==> config.mk <==
export PLATFORM = sky130hd
export DESIGN_NAME = ieee754_mult_arbiter
export DESIGN_NICKNAME = d
export VERILOG_FILES = /design/src/rtl/ieee754_arb_pkg.sv /design/src/rtl/ieee754_mult_arbiter_rr_arbiter.sv /design/src/rtl/ieee754_mult_arbiter.sv
export SDC_FILE = /design/constraint.sdc
export NUM_CORES = 1
export LEC_CHECK = 0
export ABC_AREA = 0
export CORE_AREA = 2 2 159 161
export CTS_BUF_LIST = sky130_fd_sc_hd__clkbuf_8 sky130_fd_sc_hd__clkbuf_16
export CTS_CLUSTER_DIAMETER = 80
export CTS_CLUSTER_SIZE = 40
export DETAILED_ROUTE_END_ITERATION = 16
export DIE_AREA = 0 0 161 163
export PLACE_DENSITY = 0.65
export SETUP_SLACK_MARGIN = 0.02
export SLEW_MARGIN = 10
export SYNTH_ARGS = -nofsm -noshare
export SYNTH_HDL_FRONTEND = slang
export SYNTH_SLANG_ARGS = --single-unit
==> constraint.sdc <==
create_clock -name clock -period 4.7 [get_ports clock]
set_input_delay 0.705 -clock clock [delete_from_list [all_inputs] [get_ports clock]]
set_output_delay 0.705 -clock clock [all_outputs]
set_load 0.05 [all_outputs]
==> src/rtl/ieee754_arb_pkg.sv <==
// Shared types and helpers for the single-precision multiplier arbiter.
package ieee754_arb_pkg;

  localparam int FP_WIDTH = 32;
  localparam int MAX_REQ  = 16;
  localparam int TAG_ID_W = $clog2(MAX_REQ);

  // One slot of the tag pipeline that shadows the multiplier latency.
  typedef struct packed {
    logic                valid;
    logic [TAG_ID_W-1:0] id;
  } tag_t;

  // Requester index to one-hot response vector.
  function automatic logic [MAX_REQ-1:0] onehot(input logic [TAG_ID_W-1:0] id);
    onehot     = '0;
    onehot[id] = 1'b1;
  endfunction

endpackage

==> src/rtl/ieee754_mult_arbiter_rr_arbiter.sv <==
// Combinational round-robin arbiter: search starts one past the last winner.
module rr_arbiter #(
  parameter int NUM_REQ = 4,
  parameter int IDX_W   = (NUM_REQ > 1) ? $clog2(NUM_REQ) : 1
) (
  input  logic [NUM_REQ-1:0] i_req,
  input  logic [IDX_W-1:0]   i_rr_ptr,
  output logic [NUM_REQ-1:0] o_grant,
  output logic [IDX_W-1:0]   o_grant_idx,
  output logic               o_any
);

  logic [IDX_W-1:0] w_idx;

  // Walk requesters from rr_ptr+1 around to rr_ptr; the first active one wins.
  always_comb begin
    o_grant     = '0;
    o_grant_idx = '0;
    o_any       = 1'b0;
    w_idx       = '0;
    for (int k = 1; k <= NUM_REQ; k++) begin
      w_idx = IDX_W'((int'(i_rr_ptr) + k) % NUM_REQ);
      if (!o_any && i_req[w_idx]) begin
        o_any          = 1'b1;
        o_grant_idx    = w_idx;
        o_grant[w_idx] = 1'b1;
      end
    end
  end

endmodule

==> src/rtl/ieee754_mult_arbiter.sv <==
// Shares one fixed-latency FP32 multiplier between NUM_REQ requesters.
// Operands are registered onto the multiplier bus, a tag pipeline tracks
// which requester owns each in-flight product, and results come back as
// one-cycle pulses on a shared data bus, in issue order.
module ieee754_mult_arbiter #(
  parameter int NUM_REQ      = 4,
  parameter int MULT_LATENCY = 2,
  parameter int CNT_WIDTH    = 16
) (
  input  logic                  clock,
  input  logic                  resetn,
  input  logic [NUM_REQ-1:0]    req_valid,
  output logic [NUM_REQ-1:0]    req_ready,
  input  logic [32*NUM_REQ-1:0] req_a,
  input  logic [32*NUM_REQ-1:0] req_b,
  output logic [NUM_REQ-1:0]    rsp_valid,
  output logic [31:0]           rsp_data,
  output logic [31:0]           mult_a,
  output logic [31:0]           mult_b,
  input  logic [31:0]           mult_y,
  output logic                  busy,
  output logic [CNT_WIDTH-1:0]  issue_count
);

  import ieee754_arb_pkg::*;

  localparam int IDX_W = (NUM_REQ > 1) ? $clog2(NUM_REQ) : 1;

  logic [NUM_REQ-1:0]  w_grant;
  logic [IDX_W-1:0]    w_grant_idx;
  logic                w_any;
  logic                w_accept;
  logic [FP_WIDTH-1:0] w_sel_a;
  logic [FP_WIDTH-1:0] w_sel_b;
  logic [NUM_REQ-1:0]  w_rsp_oh;
  logic                w_busy;

  logic [IDX_W-1:0]     r_rr_ptr;
  logic [FP_WIDTH-1:0]  r_mult_a;
  logic [FP_WIDTH-1:0]  r_mult_b;
  tag_t                 r_tag [0:MULT_LATENCY];
  logic [NUM_REQ-1:0]   r_rsp_valid;
  logic [FP_WIDTH-1:0]  r_rsp_data;
  logic [CNT_WIDTH-1:0] r_issue_count;

  rr_arbiter #(
    .NUM_REQ (NUM_REQ),
    .IDX_W   (IDX_W)
  ) u_rr_arbiter (
    .i_req       (req_valid),
    .i_rr_ptr    (r_rr_ptr),
    .o_grant     (w_grant),
    .o_grant_idx (w_grant_idx),
    .o_any       (w_any)
  );

  // Grants are suppressed while reset is held so nothing is accepted.
  assign req_ready = {NUM_REQ{resetn}} & w_grant;
  assign w_accept  = resetn & w_any;
  assign w_sel_a   = req_a[FP_WIDTH*w_grant_idx +: FP_WIDTH];
  assign w_sel_b   = req_b[FP_WIDTH*w_grant_idx +: FP_WIDTH];

  // ---- issue stage: operand registers, pointer, counter ----

  // Capture the winner's operands; hold the bus when nothing is accepted.
  always_ff @(posedge clock) begin
    if (!resetn) begin
      r_mult_a <= '0;
      r_mult_b <= '0;
    end else if (w_accept) begin
      r_mult_a <= w_sel_a;
      r_mult_b <= w_sel_b;
    end
  end

  // Remember the last winner so the next search starts just past it.
  always_ff @(posedge clock) begin
    if (!resetn) begin
      r_rr_ptr <= IDX_W'(NUM_REQ - 1);
    end else if (w_accept) begin
      r_rr_ptr <= w_grant_idx;
    end
  end

  // Count accepted operations; wraps naturally at 2^CNT_WIDTH.
  always_ff @(posedge clock) begin
    if (!resetn) begin
      r_issue_count <= '0;
    end else if (w_accept) begin
      r_issue_count <= r_issue_count + 1'b1;
    end
  end

  // ---- tag pipeline: MULT_LATENCY+1 stages, aligned with mult_y ----

  // Shift the owner tag every cycle; reset drops all in-flight work.
  always_ff @(posedge clock) begin
    if (!resetn) begin
      for (int k = 0; k <= MULT_LATENCY; k++) begin
        r_tag[k].valid <= 1'b0;
      end
    end else begin
      r_tag[0] <= {w_accept, TAG_ID_W'(w_grant_idx)};
      for (int k = 1; k <= MULT_LATENCY; k++) begin
        r_tag[k] <= r_tag[k-1];
      end
    end
  end

  // Busy while any pipeline slot holds a live operation.
  always_comb begin
    w_busy = 1'b0;
    for (int k = 0; k <= MULT_LATENCY; k++) begin
      w_busy = w_busy | r_tag[k].valid;
    end
  end

  // ---- response stage: route mult_y to the owning requester ----

  assign w_rsp_oh = NUM_REQ'(onehot(r_tag[MULT_LATENCY].id));

  // Pulse the owner's rsp_valid for one cycle; data holds between results.
  always_ff @(posedge clock) begin
    if (!resetn) begin
      r_rsp_valid <= '0;
      r_rsp_data  <= '0;
    end else begin
      r_rsp_valid <= r_tag[MULT_LATENCY].valid ? w_rsp_oh : '0;
      if (r_tag[MULT_LATENCY].valid) begin
        r_rsp_data <= mult_y;
      end
    end
  end

  assign mult_a      = r_mult_a;
  assign mult_b      = r_mult_b;
  assign rsp_valid   = r_rsp_valid;
  assign rsp_data    = r_rsp_data;
  assign busy        = w_busy;
  assign issue_count = r_issue_count;

endmodule

# Word-level counts from Yosys, hierarchy flattened
# Memories as Yosys holds them, arrays and structs flattened.
# Index checks and enable logic that the tools add are counted.
# classes
addsub,5
n_lt_le_gt_ge,10
shifts,2
muxes,35
bitwise,10
n_reduce_logical,12
# op_table
operator,count
128-bit by 8-bit indexed part select with 32-bit output,2
1-bit 2-to-1 mux,18
"16-bit by 1-bit adder with 16-bit output, second input constant",1
4-bit 2-to-1 mux,4
"2-bit by 3-bit less-than comparator with 1-bit output, second input constant",4
4-bit bitwise OR,3
1-bit binary-select mux with 2-bit select,4
1-bit demux with 2-bit select,4
"2-bit by 1-bit greater-or-equal comparator with 1-bit output, second input constant",4
1-bit logical AND,8
2-bit 2-to-1 mux,4
"4-bit by 5-bit less-than comparator with 1-bit output, second input constant",1
1-bit bitwise OR,5
"2-bit by 1-bit adder with 2-bit output, second input constant",2
"2-bit adder, second input constant",2
4-bit AND,1
1-bit demux with 4-bit select,1
"4-bit by 1-bit greater-or-equal comparator with 1-bit output, second input constant",1
1-bit logical NOT,3
2-bit AND reduction,1
1-bit AND,1
# totals
reg_bits,118
ramBits,15
input_bits,294
n_memories,1
# memory_table
name,words,width,rd,rd_ports_with_merged_regs,wr,line_no,text
r_tag,3,5,3,0,3,ieee754_mult_arbiter.sv:41,tag_t r_tag [0:MULT_LATENCY];

# Depth between registers and ports, before layout
# depth
word_depth,15
mapped_depth,13
ltp_nobuf,8

# Hierarchy
# From an unflattened synthesis, not the netlist that was laid out.
# unflattened
hier_cells,593
area_unflattened_um2,6662.6
# by_module_without_submodules
mod,n_inst,cells_each,area_each_um2,seq_area_each_um2
ieee754_mult_arbiter,1,507,6033.3,2602.5
rr_arbiter,1,86,629.4,0.0

# Worst setup path after synthesis
# Ideal clock, no wire load.
# synth_path
path_type,flip-flop to output port
from,reg r_rr_ptr[0]
to,out req_ready[0]
t_arrival_ns,3.259
required_time_ns,3.995
path_slack_ns,0.736
stages_incl_launch_ff,11
n_path_buf,3
cell_sequence,dfxtp_1 -> buf_4 -> inv_1 -> clkbuf_1 -> ha_1 -> buf_6 -> mux4_2 -> nor3_2 -> and2_1 -> a221oi_1 -> nor2_1
# synth_between
elab_chain_cells,14
# synth_lines
element,line_no,text
start: declaration,ieee754_mult_arbiter.sv:38,logic [IDX_W-1:0] r_rr_ptr;
start signal: assignment,ieee754_mult_arbiter.sv:79,r_rr_ptr <= IDX_W'(NUM_REQ - 1);
start signal: assignment,ieee754_mult_arbiter.sv:81,r_rr_ptr <= w_grant_idx;
branches (longest 12 deep; another with 2-bit by 3-bit less-than comparator with 1-bit output),--,
4-bit 2-to-1 mux *,ieee754_mult_arbiter_rr_arbiter.sv:23,if (!o_any && i_req[w_idx]) begin
4-bit AND *,ieee754_mult_arbiter.sv:58,assign req_ready = {NUM_REQ{resetn}} & w_grant;
end: declaration,ieee754_mult_arbiter.sv:13,"output logic [NUM_REQ-1:0] req_ready,"
# Mark *: on every way between the ends. The select of a mux whose other input is x is not followed.

# Final worst setup path
# layout_path
from,reg r_rr_ptr[1]
to,out req_ready[0]
# Same word-level chain as after synthesis.

==> summary.md <==
| Metric | Value |
|---|---|
| Fraction of final layout cells sized beyond drive strength 1 | `0.0616` |
| Share of power burned in combinational logic | `0.689` |
| Cells after Synth | `892` |
| Min Tclk post-route | `4.34 ns` |
| Final clock skew | `0.00857 ns` |
| Number of buffers inserted by hold repair at cts | `0` |
| Total congestion overflow after global routing | `0` |
| Switching share of power | `0.507` |
| I/O pin cnt | `415` |
| Routed via count divided by cell count | `5.72` |
| Sum of met3 wire segment lengths after detailed routing | `3110 um` |
| ANT nets after route | `0` |
| Met2 routed WL | `16200 um` |
| Number of storage elements in the synthesis netlist | `127` |
| CTS tree | `yes` |
| Wire length on met1 | `13700 um` |
| Worst hold path class | `reg -> reg` |
| Synth cell count leaders | `o22ai_1, dfxtp_1, nand2_1` |
| Number of placement rows | `58` |
| Max Clock Freq | `230 MHz` |
| Vertical die dimension | `163 um` |
| Part of the power in the clock network | `0.146` |
| Max-slew violation total from the final report | `0` |
| Initial antenna violation count | `6` |
| Cell types occupying the most area after synthesis | `dfxtp_1, o22ai_1, a211o_1` |
| Per-instance average area after synthesis | `8.57 sq um` |
| Port buffer count | `414` |
| Area delta synth->final | `63.9%` |
| Net switching component of the power | `4.75 mW` |
| Synth cell types | `51` |
| Clock input transition at the sequential cells of the worst setup and hold paths | `0.06 ns` |
| Run status | `completed` |
| Leakage power figure | `4.36 nW` |
| Maximum capacitance violations | `0` |
| HPWL reported at the end of detailed placement | `23300 um` |
| Worst supply voltage drop on vdd | `0.000722 V` |
| Internal cell power | `4.62 mW` |
| Full die area | `26200 sq um` |
| Power after layout | `9.37 mW` |
| Number of flops mapped to enable cells by yosys | `6` |
| Prevailing post-synth register cell | `dfxtp_1` |
| Core Region | `24700 sq um` |
| Final Routed Wirelength | `34100 um` |
| Largest net degree at the start of global routing | `131` |
| Async set-or-reset flop fraction in the synthesized netlist | `0` |
| Fraction of power consumed by sequential logic | `0.166` |
| CTS Buf Count | `17` |
| Slew Limit Headroom | `0.372` |
| DRC errors left | `0` |
| Buffers inserted by post-CTS timing repair | `0` |
| Root buf cell | `clkbuf_16` |
| Fin Setup TNS | `0 ns` |
| Width of the die | `161 um` |
| First-pass DRT Iterations | `5` |
| Number of buffers on the longest clock path | `2` |
| Wire length of the first global-routing pass | `50800 um` |
| Most common cell in the synthesized netlist | `o22ai_1` |
| Netlist Area Pre-Place | `7650 sq um` |
| Clk sink count | `127` |
| Top Layer Used | `met4` |
| Effective utilization at floorplan | `0.310` |
| DRT iter0 DRCs | `686` |
| Final period util | `0.924` |
| Total power divided by cell area | `748 nW/um^2` |
| Vias | `9089` |
| Nature of the critical path endpoint | `primary output` |
| Data required, critical path | `3.99 ns` |
| # H-tree levels | `4` |
| Cell taking the most area after synthesis | `dfxtp_1` |
| Total of warnings raised by yosys | `0` |
| Critical path class | `reg -> out` |
| Global-route usage over all layers | `0.248` |
| Setup violators final | `0` |
| Number of failing hold endpoints at the final stage | `0` |
| Kind of start point of the critical path | `flip-flop` |
| Insertion delay of the later-clocked pin in the worst-skew pair | `0.42 ns` |
| Sequential share of the synthesized area | `0.340` |
| Vias in the first global route | `8615` |
| Share of the synthesized area in the top cell type | `0.317` |
| Least-Margin Pin Slew | `0.942 ns` |
| Routed length per instance | `21.5 um` |
| Maximum fanout along the worst path | `16` |
| Arrival time reported for the critical path endpoint | `3.64 ns` |
| RSZ-0062 raised after global routing | `no` |
| # resized after CTS | `0` |
| Nets | `1542` |
| Syn Nets | `1195` |
| Gp weighted congestion | `0.826` |
[stage by stage]
stage / worst slack [ns] / area [sq um] / instances / hold WS [ns] / util
6_report: 0.359 / 12500 / 1588 / 0.456 / 0.508
5_1_grt: 0.141 / 12500 / 1587 / 0.472 / 0.508
4_1_cts: 0.368 / 12500 / 1581 / 0.458 / 0.507
3_5_place_dp: 0.819 / 11900 / 1550 / 0.443 / 0.483
3_3_place_gp: 0.922 / 11900 / 1550 / 0.434 / 0.483
2_1_floorplan: 0.736 / 7650 / 892 / 0.423 / -
[area by class of cell]
| class | instances | area (sq um) |
|---|---|---|
| fillers | 2297 | 12100 |
| flip-flops and latches | 127 | 2600 |
| repair buffers | 433 | 4380 |
| clock buffers | 19 | 464 |
| diodes | 7 | 17.5 |
| multi-input cells | 655 | 4500 |
| clock inverters | 12 | 133 |
| well taps | 330 | 413 |
| inverters | 5 | 21.3 |
[kinds of logic (layout without fill, tap and decap cells)]
logic type | count (synthesis) | after routing | synth area share
xor+xnor | 12 | 12 | 0.0137
mux | 44 | 44 | 0.0646
buf+inv | 110 | 469 | 0.0749
other cells | 0 | 7 | 0
simple gates | 247 | 247 | 0.165
fa+ha+maj | 9 | 9 | 0.0147
compound gates | 343 | 343 | 0.326
flops | 127 | 127 | 0.340
[routing by layer]
metal / track usage / up-vias
met5: 0 / -
met1: 0.305 / 4327
li1: - / 4238
met2: 0.402 / 467
met4: 0.109 / 0
met3: 0.0744 / 57
[power groups by stage]
stage | clock network [mW] | registers [mW] | logic, mW
finish | 1.36 | 1.55 | 6.46
CTS | 1.40 | 1.55 | 6.43
global route | 1.45 | 1.58 | 6.89
global placement | 0 | 1.57 | 6.36
floorplan | 0 | 2.38 | 3.77
detailed placement | 0 | 1.56 | 6.42
[registers in the layout, indices dropped and copies added, names as in the netlist]
name         flops
issue_count     16
mult_a          32
mult_b          32
r_rr_ptr         2
r_tag            9
rsp_data        32
rsp_valid        4
[cell usage in the layout (no fill, tap or decap), types with 4 or more instances in the layout]
cell type	instances
mux4_2	4
buf_12	8
nand2_1	74
o22ai_1	126
diode_2	7
nand4_1	4
a211o_1	64
xnor2_1	6
inv_1	4
a31oi_1	63
and2_1	7
or3_1	67
clkbuf_16	18
o2111ai_1	63
edfxtp_1	6
buf_4	15
nor2_1	64
nand3_1	8
a21oi_1	5
xor2_1	6
ha_1	9
clkdlybuf4s50_1	410
a22oi_1	4
o21ai_0	4
a221oi_1	6
inv_6	4
mux2i_1	37
nor3_1	6
dfxtp_1	120
[final timing paths]
check	cells after the start	slack, ns	to	startpoint
worst max-delay path	8	0.36	req_ready[0]	r_rr_ptr[1]$_SDFFE_PN1P_
worst min register to register	1	0.46	r_tag[0][14]$_SDFF_PN0_	r_tag[0][9]$_SDFF_PN0_
worst max register to register	9	0.79	mult_a[15]$_SDFFE_PN0P_	r_rr_ptr[1]$_SDFFE_PN1P_
worst min-delay path	1	0.46	r_tag[0][14]$_SDFF_PN0_	r_tag[0][9]$_SDFF_PN0_
[worst max-delay path, stage by stage, from the launching register on]
cell	delay (ns)
dfxtp_1	0.65
inv_1	0.21
ha_1	0.54
mux4_2	0.76
nor3_2	0.34
and2_1	0.23
a221oi_1	0.09
nor2_1	0.21
buf_12	0.17
Power figures use the tool's default switching activity.
